File: src/rtl/ro_pair_counter.sv
// Ring-oscillator pair PUF counter: count synchronized rising edges of ro_a/ro_b over a window.
// done fires 1+SETTLE+window cycles after start is accepted; start is ignored (not queued) while busy.
module ro_pair_counter #(
  parameter int CNT_W  = 16,
  parameter int WIN_W  = 16,
  parameter int SETTLE = 4,
  parameter int SYNC_N = 2
) (
  input  logic             clk,
  input  logic             rst,
  input  logic             start,
  input  logic [WIN_W-1:0] window,
  input  logic             ro_a,
  input  logic             ro_b,
  output logic             ro_en,
  output logic             busy,
  output logic             done,
  output logic [CNT_W-1:0] cnt_a,
  output logic [CNT_W-1:0] cnt_b,
  output logic             resp,
  output logic             tie
);

  typedef enum logic [1:0] {
    ST_IDLE   = 2'd0,
    ST_SETTLE = 2'd1,
    ST_COUNT  = 2'd2,
    ST_DONE   = 2'd3
  } state_t;

  localparam int SW = (SETTLE > 1) ? $clog2(SETTLE) : 1;
  localparam logic [SW-1:0] SET_LAST = SW'(SETTLE - 1);

  state_t state, state_nxt;

  logic [SYNC_N-1:0] sync_a, sync_b;
  logic              hist_a, hist_b;
  logic              rise_a, rise_b;

  logic [SW-1:0]    scnt;
  logic [WIN_W-1:0] wcnt;
  logic [WIN_W-1:0] win_q;
  logic [CNT_W-1:0] wrk_a, wrk_b;
  logic [CNT_W-1:0] wrk_a_nxt, wrk_b_nxt;

  // Oscillator inputs are asynchronous: full synchronizer chain, then one history flop.
  always_ff @(posedge clk) begin
    if (rst) begin
      sync_a <= '0;
      sync_b <= '0;
      hist_a <= 1'b0;
      hist_b <= 1'b0;
    end else begin
      sync_a <= {sync_a[SYNC_N-2:0], ro_a};
      sync_b <= {sync_b[SYNC_N-2:0], ro_b};
      hist_a <= sync_a[SYNC_N-1];
      hist_b <= sync_b[SYNC_N-1];
    end
  end

  assign rise_a = sync_a[SYNC_N-1] & ~hist_a;
  assign rise_b = sync_b[SYNC_N-1] & ~hist_b;

  // Saturating increments; the counters stick at all-ones rather than wrap.
  assign wrk_a_nxt = (rise_a && (wrk_a != '1)) ? wrk_a + CNT_W'(1) : wrk_a;
  assign wrk_b_nxt = (rise_b && (wrk_b != '1)) ? wrk_b + CNT_W'(1) : wrk_b;

  always_ff @(posedge clk) begin
    if (rst) state <= ST_IDLE;
    else     state <= state_nxt;
  end

  always_comb begin
    state_nxt = state;
    ro_en     = 1'b0;
    busy      = 1'b1;
    done      = 1'b0;
    case (state)
      ST_IDLE: begin
        busy = 1'b0;
        if (start) state_nxt = ST_SETTLE;
      end
      ST_SETTLE: begin
        ro_en = 1'b1;
        if (scnt == SET_LAST) state_nxt = ST_COUNT;
      end
      ST_COUNT: begin
        ro_en = 1'b1;
        if (wcnt == (win_q - WIN_W'(1))) state_nxt = ST_DONE;
      end
      ST_DONE: begin
        done      = 1'b1;
        state_nxt = ST_IDLE;
      end
      default: state_nxt = ST_IDLE;
    endcase
  end

  always_ff @(posedge clk) begin
    if (rst) begin
      win_q <= '0;
      scnt  <= '0;
      wcnt  <= '0;
      wrk_a <= '0;
      wrk_b <= '0;
      cnt_a <= '0;
      cnt_b <= '0;
      resp  <= 1'b0;
      tie   <= 1'b1;
    end else begin
      case (state)
        ST_IDLE: begin
          if (start) begin
            win_q <= (window == '0) ? WIN_W'(1) : window;
            scnt  <= '0;
          end
        end
        ST_SETTLE: begin
          scnt  <= scnt + SW'(1);
          wcnt  <= '0;
          wrk_a <= '0;
          wrk_b <= '0;
        end
        ST_COUNT: begin
          wcnt  <= wcnt + WIN_W'(1);
          wrk_a <= wrk_a_nxt;
          wrk_b <= wrk_b_nxt;
          // Results include an edge seen on the final count cycle and are visible while done is high.
          if (state_nxt == ST_DONE) begin
            cnt_a <= wrk_a_nxt;
            cnt_b <= wrk_b_nxt;
            resp  <= (wrk_a_nxt > wrk_b_nxt);
            tie   <= (wrk_a_nxt == wrk_b_nxt);
          end
        end
        default: ;
      endcase
    end
  end

endmodule

File: config.mk
export PLATFORM = sky130hd
export DESIGN_NAME = ro_pair_counter
export DESIGN_NICKNAME = d
export VERILOG_FILES = /design/src/rtl/ro_pair_counter.sv
export SDC_FILE = /design/constraint.sdc
export NUM_CORES = 1
export LEC_CHECK = 0
export ABC_AREA = 1
export CELL_PAD_IN_SITES_DETAIL_PLACEMENT = 0
export CELL_PAD_IN_SITES_GLOBAL_PLACEMENT = 2
export CORE_MARGIN = 5
export CORE_UTILIZATION = 25
export DETAILED_ROUTE_END_ITERATION = 7
export GPL_TIMING_DRIVEN = 0
export PLACE_DENSITY = 0.65
export SYNTH_ARGS = -nofsm -noshare
export SYNTH_HDL_FRONTEND = slang
export SYNTH_SLANG_ARGS = --single-unit
File: constraint.sdc
create_clock -name clk -period 3.4 [get_ports clk]
set_clock_uncertainty 0.2 [all_clocks]
set_input_delay 0.85 -clock clk [delete_from_list [all_inputs] [get_ports clk]]
set_output_delay 0.85 -clock clk [all_outputs]
set_load 0.02 [all_outputs]
==> results.sh, run 1 <==
export IMPL_grt_first_pass_wirelength_microns=30000
export IMPL_design_area_sq_um=7840
export IMPL_cpMaxStageDelayCell="sky130_fd_sc_hd__dfxtp_2"
export IMPL_reg2reg_setup_slack_ns=0.16
export IMPL_maxCapViolCount=0
export IMPL_synth_warning_count=0
export IMPL_crit_path_end_kind="flop"
export IMPL_number_of_synthesized_flops_with_an_enable_pin=0
export IMPL_clockBufferDepth=2
export IMPL_holdPathEnd="sync_b[1]"
export IMPL_final_setup_viol_count=0
export IMPL_number_of_slew_limit_violations_in_the_final_report=0
export IMPL_worst_setup_path_class="flop to flop"
export IMPL_place_area_sq_um=7020
export IMPL_globalplace_congestion=0.806
export IMPL_largest_net_degree_at_the_start_of_global_routing=18
export IMPL_clock_period_minus_worst_slack_ns=3.24
export IMPL_drc=0
export IMPL_outcome="completed"
export IMPL_ys_ff_latch=108
export IMPL_critical_path_required_ns=3.46
export IMPL_core_area_sq_um=24100
export IMPL_via_per_inst=4.33
export IMPL_critPathMaxFanout=4
export IMPL_first_global_vias=5477
export IMPL_post_synth_num_cell_types=42
export IMPL_timing_critical_path_slowest_cell_delay_ns=0.34
export IMPL_antenna_found_initial=0
export IMPL_most_used_flip_flop_cell_after_synthesis="sky130_fd_sc_hd__dfxtp_1"
export IMPL_yosysTopAreaCellShare_pct=35.7
export IMPL_cts_inserted_buffers=9
export IMPL_dieHeight_microns=166
export IMPL_finalSetupTns_ns=0
export IMPL_num_fill_cells=2714
export IMPL_timing_slew_headroom_pct=40.8
export IMPL_synth_seq_area_share_pct=35.7
export IMPL_postSynthCellCount=864
export IMPL_final_hold_worst_slack_ns=0.209
export IMPL_dpl_worst_slack_ns=-0.600
export IMPL_tritoncts="yes"
export IMPL_synth_nets=910
export IMPL_maxClockFrequency_mhz=309
export IMPL_dp_hpwl_microns=14500
export IMPL_layout_worst_path_cycle_share_pct=95.2
export IMPL_initial_core_util_pct=25.1
export IMPL_initialDrtViolationCount=241
export IMPL_finalPower_mw=3.62
export IMPL_asyncSetResetFlopFracSynth_pct=0
export IMPL_r2r_cells=19
export IMPL_gr_usage_all_layers_pct=14.0
export IMPL_r2r_endpoint="resp"
export IMPL_utilization_pct=32.5
export IMPL_timing_critical_path_buf_inv=1
export IMPL_hold_path_startpoint="sync_b[0]"
export IMPL_clk_transition_reported_paths_ns=0.08
export IMPL_n_antenna_cell=0
export IMPL_layout_setup_ws_ns=0.164
export IMPL_ant_nets=0
export IMPL_port_buffers=56
export IMPL_synth_area_sq_um=6050
export IMPL_cts_max_level=3
export IMPL_hold_depth=2
export IMPL_cellPowerDensity_nw_per_um2=462
export IMPL_placed_cells=1244
export IMPL_setup_worst_path_start_class="flop"
export IMPL_nNetsFinal=1002
export IMPL_post_drt_wl_per_cell_microns=14.4
export IMPL_clock_insertion_delay_at_the_later_pin_of_the_skew_report_ns=0.35
export IMPL_cts_sink_count=108
export IMPL_design_die_area_sq_um=27400
export IMPL_timing_hold_violations_final=0
export IMPL_regToRegStartpoint="wrk_a[1]"
export IMPL_cp_data_arrival_time_ns=3.30
export IMPL_worst_pin_slew_ns=0.880
export IMPL_synthTopCellsByArea="sky130_fd_sc_hd__dfxtp_1 36%, sky130_fd_sc_hd__nand2_1 12%, sky130_fd_sc_hd__nor2_1 6.5%"
export IMPL_io_pins=58
export IMPL_post_synth_cell_area_avg_sq_um=7.00
export IMPL_vias=5562
export IMPL_flow_area_growth_from_synthesis_pct=29.5
export IMPL_grt_ovfl_total=0
export IMPL_placement_rows=57
export IMPL_final_cells=1285
export IMPL_crit_path_cell_trace="ha_2 -> nand3_2 -> nor2_1 -> nand4_1 -> nand3_4 -> nor2_4 -> nand2_4 -> nor3_4 -> nand2_2 -> xor2_2 -> inv_1 -> ha_4 -> nand4_1 -> nor3_2 -> and2_1 -> or2_2 -> nand3_1 -> nand2_1 -> nor2_1"
export IMPL_hold_path_class="flop to flop"
export IMPL_drt_pre_antenna_iters=4
export IMPL_clockRootBuffer="sky130_fd_sc_hd__clkbuf_16"
export IMPL_final_layout_size_suffix_gt1_share_pct=14.5
export IMPL_cellLeakagePower_nw=3.10
export IMPL_wirelength_microns=18500
export IMPL_power_ir_vdd_worst_mv=0.247
export IMPL_worst_path_dominant_cell_family="simple AND/OR/NAND/NOR gates"
export IMPL_cell_type_contributing_the_most_total_cell_area_after_synthesis="sky130_fd_sc_hd__dfxtp_1"
export IMPL_die_x_microns=166
where the power goes:
part / switching, mW / leakage (nW) / internal (mW)
Combinational: 0.624 / 2.05 / 0.344
Sequential: 0.0504 / 0.877 / 1.32
Clock: 0.514 / 0.172 / 0.765
Total: 1.19 / 3.10 / 2.43
final cells by class:
| cell class | count | area [sq um] | share of cell area, % |
|---|---|---|---|
| clock inverters | 5 | 106 | 1.36 |
| flip-flops and latches | 108 | 2170 | 27.7 |
| multi-input cells | 621 | 3590 | 45.7 |
| inverters | 101 | 379 | 4.84 |
| repair buffers | 81 | 752 | 9.59 |
| clock buffers | 11 | 253 | 3.22 |
| well taps | 324 | 405 | 5.17 |
| plain buffers | 34 | 190 | 2.43 |
cell usage after synthesis (6+ instances only):
cell type and instances:
sky130_fd_sc_hd__dfxtp_1 108, sky130_fd_sc_hd__nor3_1 17, sky130_fd_sc_hd__buf_1 6, sky130_fd_sc_hd__buf_2 6, sky130_fd_sc_hd__inv_1 99, sky130_fd_sc_hd__nor2_1 105, sky130_fd_sc_hd__o21ai_0 21, sky130_fd_sc_hd__nand4_1 9
sky130_fd_sc_hd__nand3_1 50, sky130_fd_sc_hd__nand3b_1 10, sky130_fd_sc_hd__or2_2 7, sky130_fd_sc_hd__xor2_1 34, sky130_fd_sc_hd__xnor2_1 10, sky130_fd_sc_hd__nand2_1 197, sky130_fd_sc_hd__a21oi_2 19, sky130_fd_sc_hd__ha_1 25
sky130_fd_sc_hd__clkbuf_1 17, sky130_fd_sc_hd__a21oi_1 72, sky130_fd_sc_hd__a211oi_1 7
registers in the layout, summed over array words and instances, names as in the netlist, 2 cells and up:
register,flops
cnt_a,16
cnt_b,16
scnt,2
wcnt,16
state,2
sync_a,2
wrk_b,16
wrk_a,16
sync_b,2
win_q,16
how the worst max path moves through the flow:
stage                      end  startpoint  cells past startpoint  slack [ns]
final                     resp    wrk_a[1]                     19        0.16
after global routing      resp    wrk_b[0]                     18       -0.02
after CTS                 resp    wrk_a[0]                     21       0.004
after detailed placement  resp    wrk_a[0]                     21       -0.60
after global placement    resp    wrk_a[0]                     21       -0.67
after floorplan           resp    wrk_a[0]                     21        0.30
layout by cell type, fill, tap and decap left out, types with 3 or more instances in the layout:
cell type / count
sky130_fd_sc_hd__a211oi_1: 6
sky130_fd_sc_hd__a21oi_1: 71
sky130_fd_sc_hd__a21oi_2: 20
sky130_fd_sc_hd__buf_1: 6
sky130_fd_sc_hd__buf_2: 6
sky130_fd_sc_hd__buf_4: 24
sky130_fd_sc_hd__buf_6: 4
sky130_fd_sc_hd__bufinv_16: 3
sky130_fd_sc_hd__clkbuf_1: 17
sky130_fd_sc_hd__clkbuf_16: 9
sky130_fd_sc_hd__clkdlybuf4s50_1: 56
sky130_fd_sc_hd__dfxtp_1: 103
sky130_fd_sc_hd__dfxtp_2: 5
sky130_fd_sc_hd__ha_1: 19
sky130_fd_sc_hd__ha_4: 5
sky130_fd_sc_hd__inv_1: 95
sky130_fd_sc_hd__inv_2: 5
sky130_fd_sc_hd__nand2_1: 194
sky130_fd_sc_hd__nand2_2: 7
sky130_fd_sc_hd__nand3_1: 48
sky130_fd_sc_hd__nand3_2: 3
sky130_fd_sc_hd__nand3b_1: 10
sky130_fd_sc_hd__nand4_1: 9
sky130_fd_sc_hd__nor2_1: 99
sky130_fd_sc_hd__nor2_2: 6
sky130_fd_sc_hd__nor2_4: 5
sky130_fd_sc_hd__nor3_1: 12
sky130_fd_sc_hd__nor3_2: 5
sky130_fd_sc_hd__nor4_1: 5
sky130_fd_sc_hd__o21ai_0: 18
sky130_fd_sc_hd__o22ai_1: 5
sky130_fd_sc_hd__or2_2: 7
sky130_fd_sc_hd__xnor2_1: 10
sky130_fd_sc_hd__xor2_1: 25
sky130_fd_sc_hd__xor2_2: 8
worst register-to-register path, stage by stage (launching register included):
cell and delay [ns]:
sky130_fd_sc_hd__dfxtp_2 0.34, sky130_fd_sc_hd__ha_2 0.18, sky130_fd_sc_hd__nand3_2 0.09, sky130_fd_sc_hd__nor2_1 0.06, sky130_fd_sc_hd__nand4_1 0.15, sky130_fd_sc_hd__nand3_4 0.14, sky130_fd_sc_hd__nor2_4 0.15, sky130_fd_sc_hd__nand2_4 0.08
sky130_fd_sc_hd__nor3_4 0.17, sky130_fd_sc_hd__nand2_2 0.09, sky130_fd_sc_hd__xor2_2 0.17, sky130_fd_sc_hd__inv_1 0.12, sky130_fd_sc_hd__ha_4 0.29, sky130_fd_sc_hd__nand4_1 0.13, sky130_fd_sc_hd__nor3_2 0.23, sky130_fd_sc_hd__and2_1 0.22
sky130_fd_sc_hd__or2_2 0.14, sky130_fd_sc_hd__nand3_1 0.07, sky130_fd_sc_hd__nand2_1 0.08, sky130_fd_sc_hd__nor2_1 0.05
per-layer routing:
| metal | global-route usage, % | vias up | share of wire (%) |
|---|---|---|---|
| met5 | 0 | - | 0 |
| met4 | 3.90 | 0 | 1.6 |
| met3 | 1.86 | 15 | 2.3 |
| met2 | 21.9 | 59 | 44 |
| met1 | 20.3 | 2535 | 52 |
| li1 | - | 2953 | - |
logic make-up after synthesis:
logic type | count (synthesis) | synth area share (%)
simple gates | 421 | 30.3
xor+xnor | 45 | 6.74
compound gates | 130 | 12.7
buf+inv | 135 | 9.41
flops | 108 | 35.7
fa+ha+maj | 25 | 5.17
what timing repair did:
action | 4_1_cts | 5_1_grt
pin swaps | 7 | 20
gates resized for setup | 24 | 33
setup endpoints to repair | 2 | 2
gates cloned | 0 | 0
buffers inserted | 11 | 14
hold buffers | 0 | 0
Power figures use the tool's default switching activity.
==> inputs of run 2 (changes only) <==
ABC_AREA = unset   (was 1)
PLACE_DENSITY = 0.62   (was 0.65)
==> results.sh, run 2 <==
export IMPL_clock_insertion_delay_at_the_later_pin_of_the_skew_report_ns=0.35
export IMPL_clockRootBuffer="sky130_fd_sc_hd__clkbuf_16"
export IMPL_synth_nets=746
export IMPL_layout_worst_path_cycle_share_pct=94.0
export IMPL_cp_data_arrival_time_ns=3.24
export IMPL_grt_first_pass_wirelength_microns=27700
export IMPL_postSynthCellCount=700
export IMPL_wirelength_microns=17300
export IMPL_antenna_found_initial=0
export IMPL_port_buffers=57
export IMPL_nNetsFinal=824
export IMPL_post_synth_cell_area_avg_sq_um=8.39
export IMPL_clock_period_minus_worst_slack_ns=3.20
export IMPL_initialDrtViolationCount=213
export IMPL_tritoncts="yes"
export IMPL_cts_inserted_buffers=9
export IMPL_drt_pre_antenna_iters=6
export IMPL_cell_type_contributing_the_most_total_cell_area_after_synthesis="sky130_fd_sc_hd__dfxtp_1"
export IMPL_dieHeight_microns=163
export IMPL_ys_ff_latch=108
export IMPL_setup_worst_path_start_class="flop"
export IMPL_outcome="completed"
export IMPL_number_of_synthesized_flops_with_an_enable_pin=0
export IMPL_yosys_cell_count_top_type="sky130_fd_sc_hd__dfxtp_1"
export IMPL_num_fill_cells=2481
export IMPL_worst_pin_slew_ns=0.820
export IMPL_timing_hold_violations_final=0
export IMPL_synth_seq_area_share_pct=36.8
export IMPL_vias=5115
export IMPL_post_synth_num_cell_types=56
export IMPL_drc=0
export IMPL_synth_area_sq_um=5870
export IMPL_final_cells=1100
export IMPL_clk_transition_reported_paths_ns=0.08
export IMPL_hold_path_class="flop to flop"
export IMPL_power_ir_vdd_worst_mv=0.204
export IMPL_synth_warning_count=0
export IMPL_gr_usage_all_layers_pct=13.2
export IMPL_via_per_inst=4.65
export IMPL_critPathMaxFanout=4
export IMPL_placed_cells=1076
export IMPL_asyncSetResetFlopFracSynth_pct=0
export IMPL_synth_cells_most_frequent="108 x sky130_fd_sc_hd__dfxtp_1, 98 x sky130_fd_sc_hd__nand2_1, 79 x sky130_fd_sc_hd__nor2_1, 41 x sky130_fd_sc_hd__a21oi_1, 33 x sky130_fd_sc_hd__xor2_1"
export IMPL_first_global_vias=5138
export IMPL_maxCapViolCount=0
export IMPL_synthTopCellsByArea="sky130_fd_sc_hd__dfxtp_1 37%, sky130_fd_sc_hd__nand2_1 6.3%, sky130_fd_sc_hd__ha_1 5.3%"
export IMPL_post_drt_wl_per_cell_microns=15.8
export IMPL_utilization_pct=31.7
export IMPL_ant_nets=0
export IMPL_layout_commonest_cell="sky130_fd_sc_hd__dfxtp_1"
export IMPL_cts_max_level=3
export IMPL_globalplace_congestion=0.811
export IMPL_final_hold_worst_slack_ns=0.247
export IMPL_dp_hpwl_microns=13100
export IMPL_design_die_area_sq_um=26700
export IMPL_maxClockFrequency_mhz=313
export IMPL_place_area_sq_um=6840
export IMPL_design_area_sq_um=7390
export IMPL_area_of_the_multi_input_gates_sq_um=3700
export IMPL_timing_critical_path_slowest_cell_delay_ns=0.49
export IMPL_initial_core_util_pct=25.2
export IMPL_clockBufferDepth=2
export IMPL_cpMaxStageDelayCell="sky130_fd_sc_hd__dfxtp_1"
export IMPL_register_area_sq_um=2170
export IMPL_crit_path_end_kind="flop"
export IMPL_worst_setup_path_class="flop to flop"
export IMPL_cts_sink_count=108
export IMPL_core_area_sq_um=23300
export IMPL_cellLeakagePower_nw=2.70
export IMPL_flow_area_growth_from_synthesis_pct=25.8
export IMPL_reg2reg_setup_slack_ns=0.20
export IMPL_number_of_slew_limit_violations_in_the_final_report=0
export IMPL_most_used_flip_flop_cell_after_synthesis="sky130_fd_sc_hd__dfxtp_1"
export IMPL_n_antenna_cell=0
export IMPL_grt_ovfl_total=0
export IMPL_die_x_microns=163
export IMPL_io_pins=58
export IMPL_yosysTopAreaCellShare_pct=36.8
export IMPL_final_setup_viol_count=0
export IMPL_cellPowerDensity_nw_per_um2=367
export IMPL_largest_net_degree_at_the_start_of_global_routing=17
export IMPL_crit_path_cell_trace="nand3_1 -> nor3_4 -> buf_4 -> nor4_2 -> xor2_1 -> buf_4 -> ha_1 -> a21o_1 -> a21o_1 -> a21oi_1 -> o21ai_0 -> o21ai_0 -> mux2i_1"
export IMPL_critical_path_required_ns=3.44
export IMPL_final_layout_size_suffix_gt1_share_pct=9.48
export IMPL_timing_slew_headroom_pct=44.8
export IMPL_placement_rows=56
export IMPL_most_frequent_cells_in_the_layout="104 x sky130_fd_sc_hd__dfxtp_1, 98 x sky130_fd_sc_hd__nand2_1, 78 x sky130_fd_sc_hd__nor2_1"
==> run 2: cell types whose count changed after synthesis, moves of 12 or more <==
cell and delta:
sky130_fd_sc_hd__nand2_1 -99, sky130_fd_sc_hd__inv_1 -87, sky130_fd_sc_hd__a21oi_1 -31, sky130_fd_sc_hd__nand3_1 -30
sky130_fd_sc_hd__nor2b_1 +27, sky130_fd_sc_hd__nor2_1 -26, sky130_fd_sc_hd__mux2i_1 +22, sky130_fd_sc_hd__a21oi_2 -19
sky130_fd_sc_hd__a22oi_1 +12, sky130_fd_sc_hd__and3_1 +12, sky130_fd_sc_hd__xnor2_1 +12
==> run 2: power breakdown <==
group          switching (mW)  internal (mW)  leakage [nW]
Sequential             0.0291           1.28         0.876
Combinational           0.199          0.132          1.69
Clock                   0.499          0.567         0.138
Total                   0.727           1.98          2.70
==> run 2: final cells by class <==
cell class                      count  area share [%]
Buffer                             31            1.83
Clock buffer                       10            3.10
Clock inverter                      4           0.711
Inverter                           12           0.610
Multi-Input combinational cell    548            50.0
Sequential cell                   108            29.3
Tap cell                          319            5.40
Timing Repair Buffer               68            9.01
==> run 2: worst max-delay path, delay by kind of cell (launching register included) <==
family	cells	cell delay [ns]
AOI/OAI and AO/OA	5	0.79
and+or+nand+nor	3	0.65
DFF	1	0.49
buffers and inverters	2	0.35
adders and majority gates	1	0.29
xor gates and xnor gates	1	0.18
muxes	1	0.11
==> run 2: logic make-up after synthesis <==
| family | Yosys count | synth area share, % |
|---|---|---|
| compound gates | 115 | 12.9 |
| xor+xnor | 55 | 8.20 |
| fa+ha+maj | 25 | 5.33 |
| buf+inv | 44 | 3.13 |
| flops | 108 | 36.8 |
| mux | 39 | 7.58 |
| simple gates | 314 | 26.0 |
==> run 2: what timing repair did <==
item	in CTS	in global routing
setup endpoints to repair	20	34
pin swaps	4	5
cloned	0	0
resized for setup	15	19
buffers inserted	5	6
hold buffers	0	0
==> run 2: metrics by stage <==
step                      total power [mW]   TNS, ns  setup slack, ns
after detailed placement              1.67     -1.44           -0.288
after global placement                1.66    -0.525           -0.274
after global routing                  2.85  -0.00615         -0.00615
after CTS                             2.75         0           0.0166
final                                 2.71         0            0.205
after floorplan                       1.56         0            0.461
==> run 2: per-layer routing <==
layer,global-route usage [%],up-vias,wire [microns]
li1,-,2594,-
met3,2.88,14,488
met5,0,-,0
met4,3.47,0,307
met2,23.1,71,8600
met1,16.5,2436,7930
==> run 2: path summary, 6_finish.rpt <==
kind	from	end	cells past startpoint
setup reg to reg	wrk_a[12]	resp	13
hold reg to reg	sync_b[0]	sync_b[1]	1
setup / recovery	wrk_a[12]	resp	13
hold / removal	sync_b[0]	sync_b[1]	1
